==> config.mk <==
export PLATFORM = sky130hd
export DESIGN_NAME = alu_exec_unit
export DESIGN_NICKNAME = d
export VERILOG_FILES = /design/src/rtl/alu_exec_unit.sv
export SDC_FILE = /design/constraint.sdc
export NUM_CORES = 1
export LEC_CHECK = 0
export ABC_AREA = 1
export BUFFER_PORTS_ARGS = -buffer_cell sky130_fd_sc_hd__buf_2
export CORE_MARGIN = 4
export CORE_UTILIZATION = 55
export CTS_CLUSTER_DIAMETER = 80
export DETAILED_ROUTE_END_ITERATION = 6
export PLACE_DENSITY = 0.71
export SLEW_MARGIN = 20
export SYNTH_ARGS = -nofsm -noshare
export SYNTH_HDL_FRONTEND = slang
export SYNTH_SLANG_ARGS = --single-unit
==> constraint.sdc <==
create_clock -name clk_i -period 3.03 [get_ports clk_i]
set_input_delay 0.303 -clock clk_i [delete_from_list [all_inputs] [get_ports clk_i]]
set_output_delay 0.303 -clock clk_i [all_outputs]
set_load 0.005 [all_outputs]
==> src/rtl/alu_exec_unit.sv <==
// alu_exec_unit: execute-stage datapath fed by the ALU controller.
// Single-cycle AND/OR/ADD/SUB/SLT/XOR and an iterative shift-add MULT that
// holds ready_o low while it runs.
// Optional build macro MUL_EARLY_TERM_EN: MULT finishes as soon as the
// remaining multiplier bits are all zero instead of always taking DATA_W edges.
module alu_exec_unit #(
    parameter int unsigned DATA_W = 32
) (
    input  logic              clk_i,
    input  logic              rst_i,
    input  logic              valid_i,
    input  logic [3:0]        ALUCtrl_i,
    input  logic [DATA_W-1:0] src1_i,
    input  logic [DATA_W-1:0] src2_i,
    input  logic              flush_i,
    output logic              ready_o,
    output logic              valid_o,
    output logic [DATA_W-1:0] result_o,
    output logic              zero_o
);

    localparam int unsigned CNT_W = $clog2(DATA_W + 1);

    localparam logic [3:0] OP_AND = 4'b0000;
    localparam logic [3:0] OP_OR  = 4'b0001;
    localparam logic [3:0] OP_ADD = 4'b0010;
    localparam logic [3:0] OP_SUB = 4'b0110;
    localparam logic [3:0] OP_SLT = 4'b0111;
    localparam logic [3:0] OP_XOR = 4'b1111;
    localparam logic [3:0] OP_MUL = 4'b0011;

    typedef enum logic {
        ST_IDLE = 1'b0,
        ST_MUL  = 1'b1
    } state_t;

    state_t            state_q, state_d;
    logic [DATA_W-1:0] mcand_q, mcand_d;
    logic [DATA_W-1:0] mplier_q, mplier_d;
    logic [DATA_W-1:0] acc_q, acc_d;
    logic [CNT_W-1:0]  cnt_q, cnt_d;
    logic [DATA_W-1:0] result_q, result_d;
    logic              zero_q, zero_d;
    logic              valid_q, valid_d;

    logic [DATA_W-1:0] alu_res;
    logic [DATA_W-1:0] acc_sum;
    logic              accept;
    logic              mul_done;

    assign ready_o  = (state_q != ST_MUL);
    assign accept   = valid_i & ready_o & ~flush_i;
    assign valid_o  = valid_q;
    assign result_o = result_q;
    assign zero_o   = zero_q;

    // One shift-add step: add the multiplicand when the current multiplier LSB is set.
    assign acc_sum = acc_q + (mplier_q[0] ? mcand_q : '0);

`ifdef MUL_EARLY_TERM_EN
    // Done on the last counted step or once no multiplier bits remain after this shift.
    assign mul_done = (cnt_q == CNT_W'(1)) || (mplier_q[DATA_W-1:1] == '0);
`else
    // Done on the last of the DATA_W counted steps.
    assign mul_done = (cnt_q == CNT_W'(1));
`endif

    // Single-cycle ALU result; MULT and unlisted codes produce zero here.
    always_comb begin
        alu_res = '0;
        case (ALUCtrl_i)
            OP_AND:  alu_res = src1_i & src2_i;
            OP_OR:   alu_res = src1_i | src2_i;
            OP_ADD:  alu_res = src1_i + src2_i;
            OP_SUB:  alu_res = src1_i - src2_i;
            OP_SLT:  alu_res = DATA_W'($signed(src1_i) < $signed(src2_i));
            OP_XOR:  alu_res = src1_i ^ src2_i;
            default: alu_res = '0;
        endcase
    end

    // State register.
    always_ff @(posedge clk_i or negedge rst_i) begin
        if (!rst_i) begin
            state_q <= ST_IDLE;
        end else begin
            state_q <= state_d;
        end
    end

    // Next-state logic; flush always returns to IDLE.
    always_comb begin
        state_d = state_q;
        if (flush_i) begin
            state_d = ST_IDLE;
        end else begin
            case (state_q)
                ST_IDLE: if (accept && (ALUCtrl_i == OP_MUL)) state_d = ST_MUL;
                ST_MUL:  if (mul_done) state_d = ST_IDLE;
                default: state_d = ST_IDLE;
            endcase
        end
    end

    // Output and multiplier next values; a flush drops the result and keeps the old one.
    always_comb begin
        valid_d  = 1'b0;
        result_d = result_q;
        zero_d   = zero_q;
        mcand_d  = mcand_q;
        mplier_d = mplier_q;
        acc_d    = acc_q;
        cnt_d    = cnt_q;
        if (!flush_i) begin
            case (state_q)
                ST_IDLE: begin
                    if (accept) begin
                        if (ALUCtrl_i == OP_MUL) begin
                            mcand_d  = src1_i;
                            mplier_d = src2_i;
                            acc_d    = '0;
                            cnt_d    = CNT_W'(DATA_W);
                        end else begin
                            result_d = alu_res;
                            zero_d   = (alu_res == '0);
                            valid_d  = 1'b1;
                        end
                    end
                end
                ST_MUL: begin
                    acc_d    = acc_sum;
                    mcand_d  = mcand_q << 1;
                    mplier_d = mplier_q >> 1;
                    cnt_d    = cnt_q - CNT_W'(1);
                    if (mul_done) begin
                        result_d = acc_sum;
                        zero_d   = (acc_sum == '0);
                        valid_d  = 1'b1;
                    end
                end
                default: ;
            endcase
        end
    end

    // Datapath and output registers.
    always_ff @(posedge clk_i or negedge rst_i) begin
        if (!rst_i) begin
            valid_q  <= 1'b0;
            result_q <= '0;
            zero_q   <= 1'b1;
            mcand_q  <= '0;
            mplier_q <= '0;
            acc_q    <= '0;
            cnt_q    <= '0;
        end else begin
            valid_q  <= valid_d;
            result_q <= result_d;
            zero_q   <= zero_d;
            mcand_q  <= mcand_d;
            mplier_q <= mplier_d;
            acc_q    <= acc_d;
            cnt_q    <= cnt_d;
        end
    end

endmodule
==> results by group <==
Worst hold path
  • HP Class: in2reg

STA
  • Fmax: 336.5 MHz
  • Tmin final: 2.972 ns
  • Tcrit/Tclk final: 0.9808
  • Worst slew pin tran: 0.9915 ns
  • Clk_skew: 0.01527 ns
  • Fin. Hold Viols: 0
  • Slew headroom: 0.3380
  • Final setup violation count: 0
  • Final Max Tran Viols: 0
  • RSZ-0062 raised after global routing: yes

Setup path
  • Sum of buffers and inverters on the critical path: 3
  • CP cell instances: buf_12 -> nand2_1 -> inv_1 -> ha_2 -> nand2_1 -> o21ai_0 -> buf_4 -> a21oi_1 -> nand2_2 -> nand2_1 -> o21ai_0 -> xor2_1 -> nor2_1 -> nand4_1 -> nand2_1 -> nand2_1 -> nand2_1
  • Worst Path Required: 3.41 ns
  • CP top delay family: simple AND/OR/NAND/NOR gates
  • Crit-path max FO: 29
  • Crit path max-delay cell type: dfrtp_2
  • WP data arrival: 3.35 ns
  • Most numerous cell on the critical path: nand2_1
  • Crit path kind: reg2reg
  • Startpoint Class: flip-flop
  • Worst path max stage delay: 0.44 ns
  • Crit. End Element: flip-flop

Drt
  • DRT Pass-1 Iters: 7
  • Drt first-iter violations: 2116
  • Via density per instance: 5.793
  • Number of remaining DRC errors: 1
  • DR WL/cell: 19.60 um
  • Final WL: 59360 um
  • Vias after detailed routing: 17540
  • Final ANT Viol Nets: 0

Global routing
  • First-pass GRT wire length: 91380 um
  • Initial antenna violation count: 1
  • Vias in the first global route: 16700
  • Total global routing track utilization: 0.3859
  • Largest net degree at the start of global routing: 128
  • Global route overflow: 0

Synth
  • Post-synth top area share: 0.2277
  • Synth warnings: 0
  • Mapped Area: 0.01494 mm2
  • Top cells by area, synth: dfrtp_1 (23%), nand2_1 (21%), ha_1 (12%), inv_1 (9.8%), nor2_1 (7.7%)
  • Syn Nets: 2743
  • Gate Count Post-Synth: 2527
  • Avg Cell Area, Syn: 5.913 um2
  • Yosys cell types: 41
  • Sequential element share of the synthesized area: 0.2295
  • Post-synth top area cell: dfrtp_1
  • Synthesized flop and latch total: 137

Die
  • Initial Utilization: 0.5560
  • Die area: 0.02987 mm2
  • I/O pin total: 107
  • Rows: 60
  • Die height: 172.8 um
  • Die width: 172.8 um
  • Core ar.: 0.02688 mm2

Layout
  • Area grow syn2layout: 14.25%
  • Fin nets: 2888
  • Fin util: 0.6352
  • Layout cells sized above 1: 0.1155

Status
  • Status: finished, violations left
  • Failing checks: design-rule violations

Placement
  • Hpwl dp: 47140 um
  • Routability Congestion: 1.100
  • IO buf count: 106

Clocking
  • Max Root-Sink Buffers: 2
  • Root buffer cell: clkbuf_16
  • CTS tree: done
  • Worst-skew pair later-pin latency: 0.45 ns
  • H-tree levels: 4
  • CTS Buf Count: 17
  • Worst-path clk slew: 0.08 ns
  • Clock sinks: 137

Run
  • MaxCap Viol Count: 0

Pwr
  • VDD IR max: 0.0004006 V
  • Power Density: 559.4 mW/mm2
  • Static leakage: 9.473 nW
  • Power consumption: 0.009550 W
## metal layers
| layer | share of wire | global-route usage | up-vias |
|---|---|---|---|
| met5 | 0 | 0 | - |
| met4 | 0.037 | 0.1297 | 0 |
| met3 | 0.12 | 0.08220 | 165 |
| met2 | 0.44 | 0.6139 | 1058 |
| met1 | 0.41 | 0.5253 | 8023 |
| li1 | - | - | 8296 |
## report_power, final
| part | internal (W) | total (W) | switching, W |
|---|---|---|---|
| Combinational | 0.00168 | 0.00477 | 0.00309 |
| Clock | 0.00111 | 0.00214 | 0.00104 |
| Sequential | 0.00229 | 0.00264 | 0.000348 |
| Total | 0.00508 | 0.00955 | 0.00447 |
## worst register-to-register path, cell delays in order, from the launching register on
cell and delay, ns:
dfrtp_2 0.44, buf_12 0.17, nand2_1 0.10, inv_1 0.05, ha_2 0.38, nand2_1 0.14
o21ai_0 0.18, buf_4 0.15, a21oi_1 0.07, nand2_2 0.12, nand2_1 0.12, o21ai_0 0.31
xor2_1 0.29, nor2_1 0.07, nand4_1 0.13, nand2_1 0.07, nand2_1 0.05, nand2_1 0.07
## synth_stat cells
cell      number
nand2_1      832
inv_1        392
nor2_1       306
nand3_1      174
ha_1         141
dfrtp_1      136
a21oi_1      128
o21ai_0      102
a31oi_1       90
buf_2         32
clkbuf_1      31
o22ai_1       31
nand4_1       23
nor3_1        11
nor2_2        10
xor2_1        10
o21bai_1       8
buf_1          7
nand3b_1       7
buf_4          6
xnor2_1        6
a21o_1         4
and2_1         4
buf_6          4
nor4_1         4
or2_2          4
fa_1           3
inv_2          3
nor2_4         3
o211ai_1       3
nor3_2         2
and3_2         1
clkbuf_2       1
clkbuf_8       1
clkinv_1       1
dfstp_2        1
nand2_2        1
nand3_2        1
o21a_1         1
o31ai_1        1
or2_1          1
## cells in the final DEF, fill, tap and decap left out, types with 4 or more instances in the layout
cell,instances
a21o_1,4
nand2_1,821
buf_4,95
nand4_1,23
nand2_2,11
xor2_1,9
nor2_2,14
a31oi_1,90
nor3_1,11
and2_1,4
inv_2,4
xnor2_1,5
o21bai_1,8
nand3b_1,7
nand3_1,174
a21oi_2,12
o22ai_1,31
inv_1,389
nor2_1,302
dfrtp_1,134
a21oi_1,116
ha_2,6
inv_6,6
buf_2,105
ha_1,133
buf_12,6
o21ai_0,98
clkbuf_16,17
or2_2,4
## logic make-up after synthesis
| logic type | Yosys count | share of synthesized area |
|---|---|---|
| AND/OR/NAND/NOR | 1384 | 0.3758 |
| XOR/XNOR | 16 | 0.009378 |
| adder cells (fa/ha/maj) | 144 | 0.1221 |
| buffers and inverters | 478 | 0.1270 |
| flip-flops | 137 | 0.2295 |
| AO/OA/AOI/OAI | 368 | 0.1362 |
## final cells by class
class,instances,area (um2)
inverters,396,1490
multi-input cells,1912,9771
fillers,2582,9803
diodes,2,5.005
clock buffers,18,439.2
clock inverters,14,126.4
repair buffers,208,1380
flip-flops and latches,137,3435
well taps,341,426.7
## path summary, 6_finish.rpt
kind | startpoint | end | slack, ns | cells after the start
max | mplier_q[0]$_DFFE_PN0P_ | zero_o$_DFFE_PN1P_ | 0.06 | 17
min | src2_i[5] | mplier_q[5]$_DFFE_PN0P_ | 0.14 | 3
max reg2reg | mplier_q[0]$_DFFE_PN0P_ | zero_o$_DFFE_PN1P_ | 0.06 | 17
min reg2reg | mplier_q[31]$_DFFE_PN0P_ | mplier_q[31]$_DFFE_PN0P_ | 0.49 | 2
max in group asynchronous | rst_i | zero_o$_DFFE_PN1P_ | 1.81 | 3
min in group asynchronous | rst_i | mcand_q[24]$_DFFE_PN0P_ | 0.43 | 2
## repair_timing
| action | CTS | global route |
|---|---|---|
| hold buffers | 1 | 0 |
| gates resized for setup | 0 | 47 |
| setup endpoints to repair | 0 | 5 |
| hold endpoints to repair | 64 | 0 |
| buffers inserted | 0 | 1 |
## stage by stage
stage                     worst slack, ns  hold WS, ns  setup TNS (ns)  cells  instance area (um2)
after global placement            -0.1052       0.3472         -0.1052   2992                16330
final                             0.05830       0.1420               0   3028                17070
after CTS                         0.01105       0.1288               0   3025                16900
after global routing             -0.07999       0.1663        -0.07999   3027                17070
after detailed placement         -0.06913       0.3417        -0.06913   2992                16330
after floorplan                    0.5446     0.007409               0   2527                14940
## sequential cells by signal (all words and copies together), names as in the netlist
signal / count
zero_o: 1
acc_q: 32
valid_o: 1
state_q: 1
mplier_q: 32
mcand_q: 32
result_o: 32
cnt_q: 6
No activity file was read; power rests on OpenSTA's default activity.
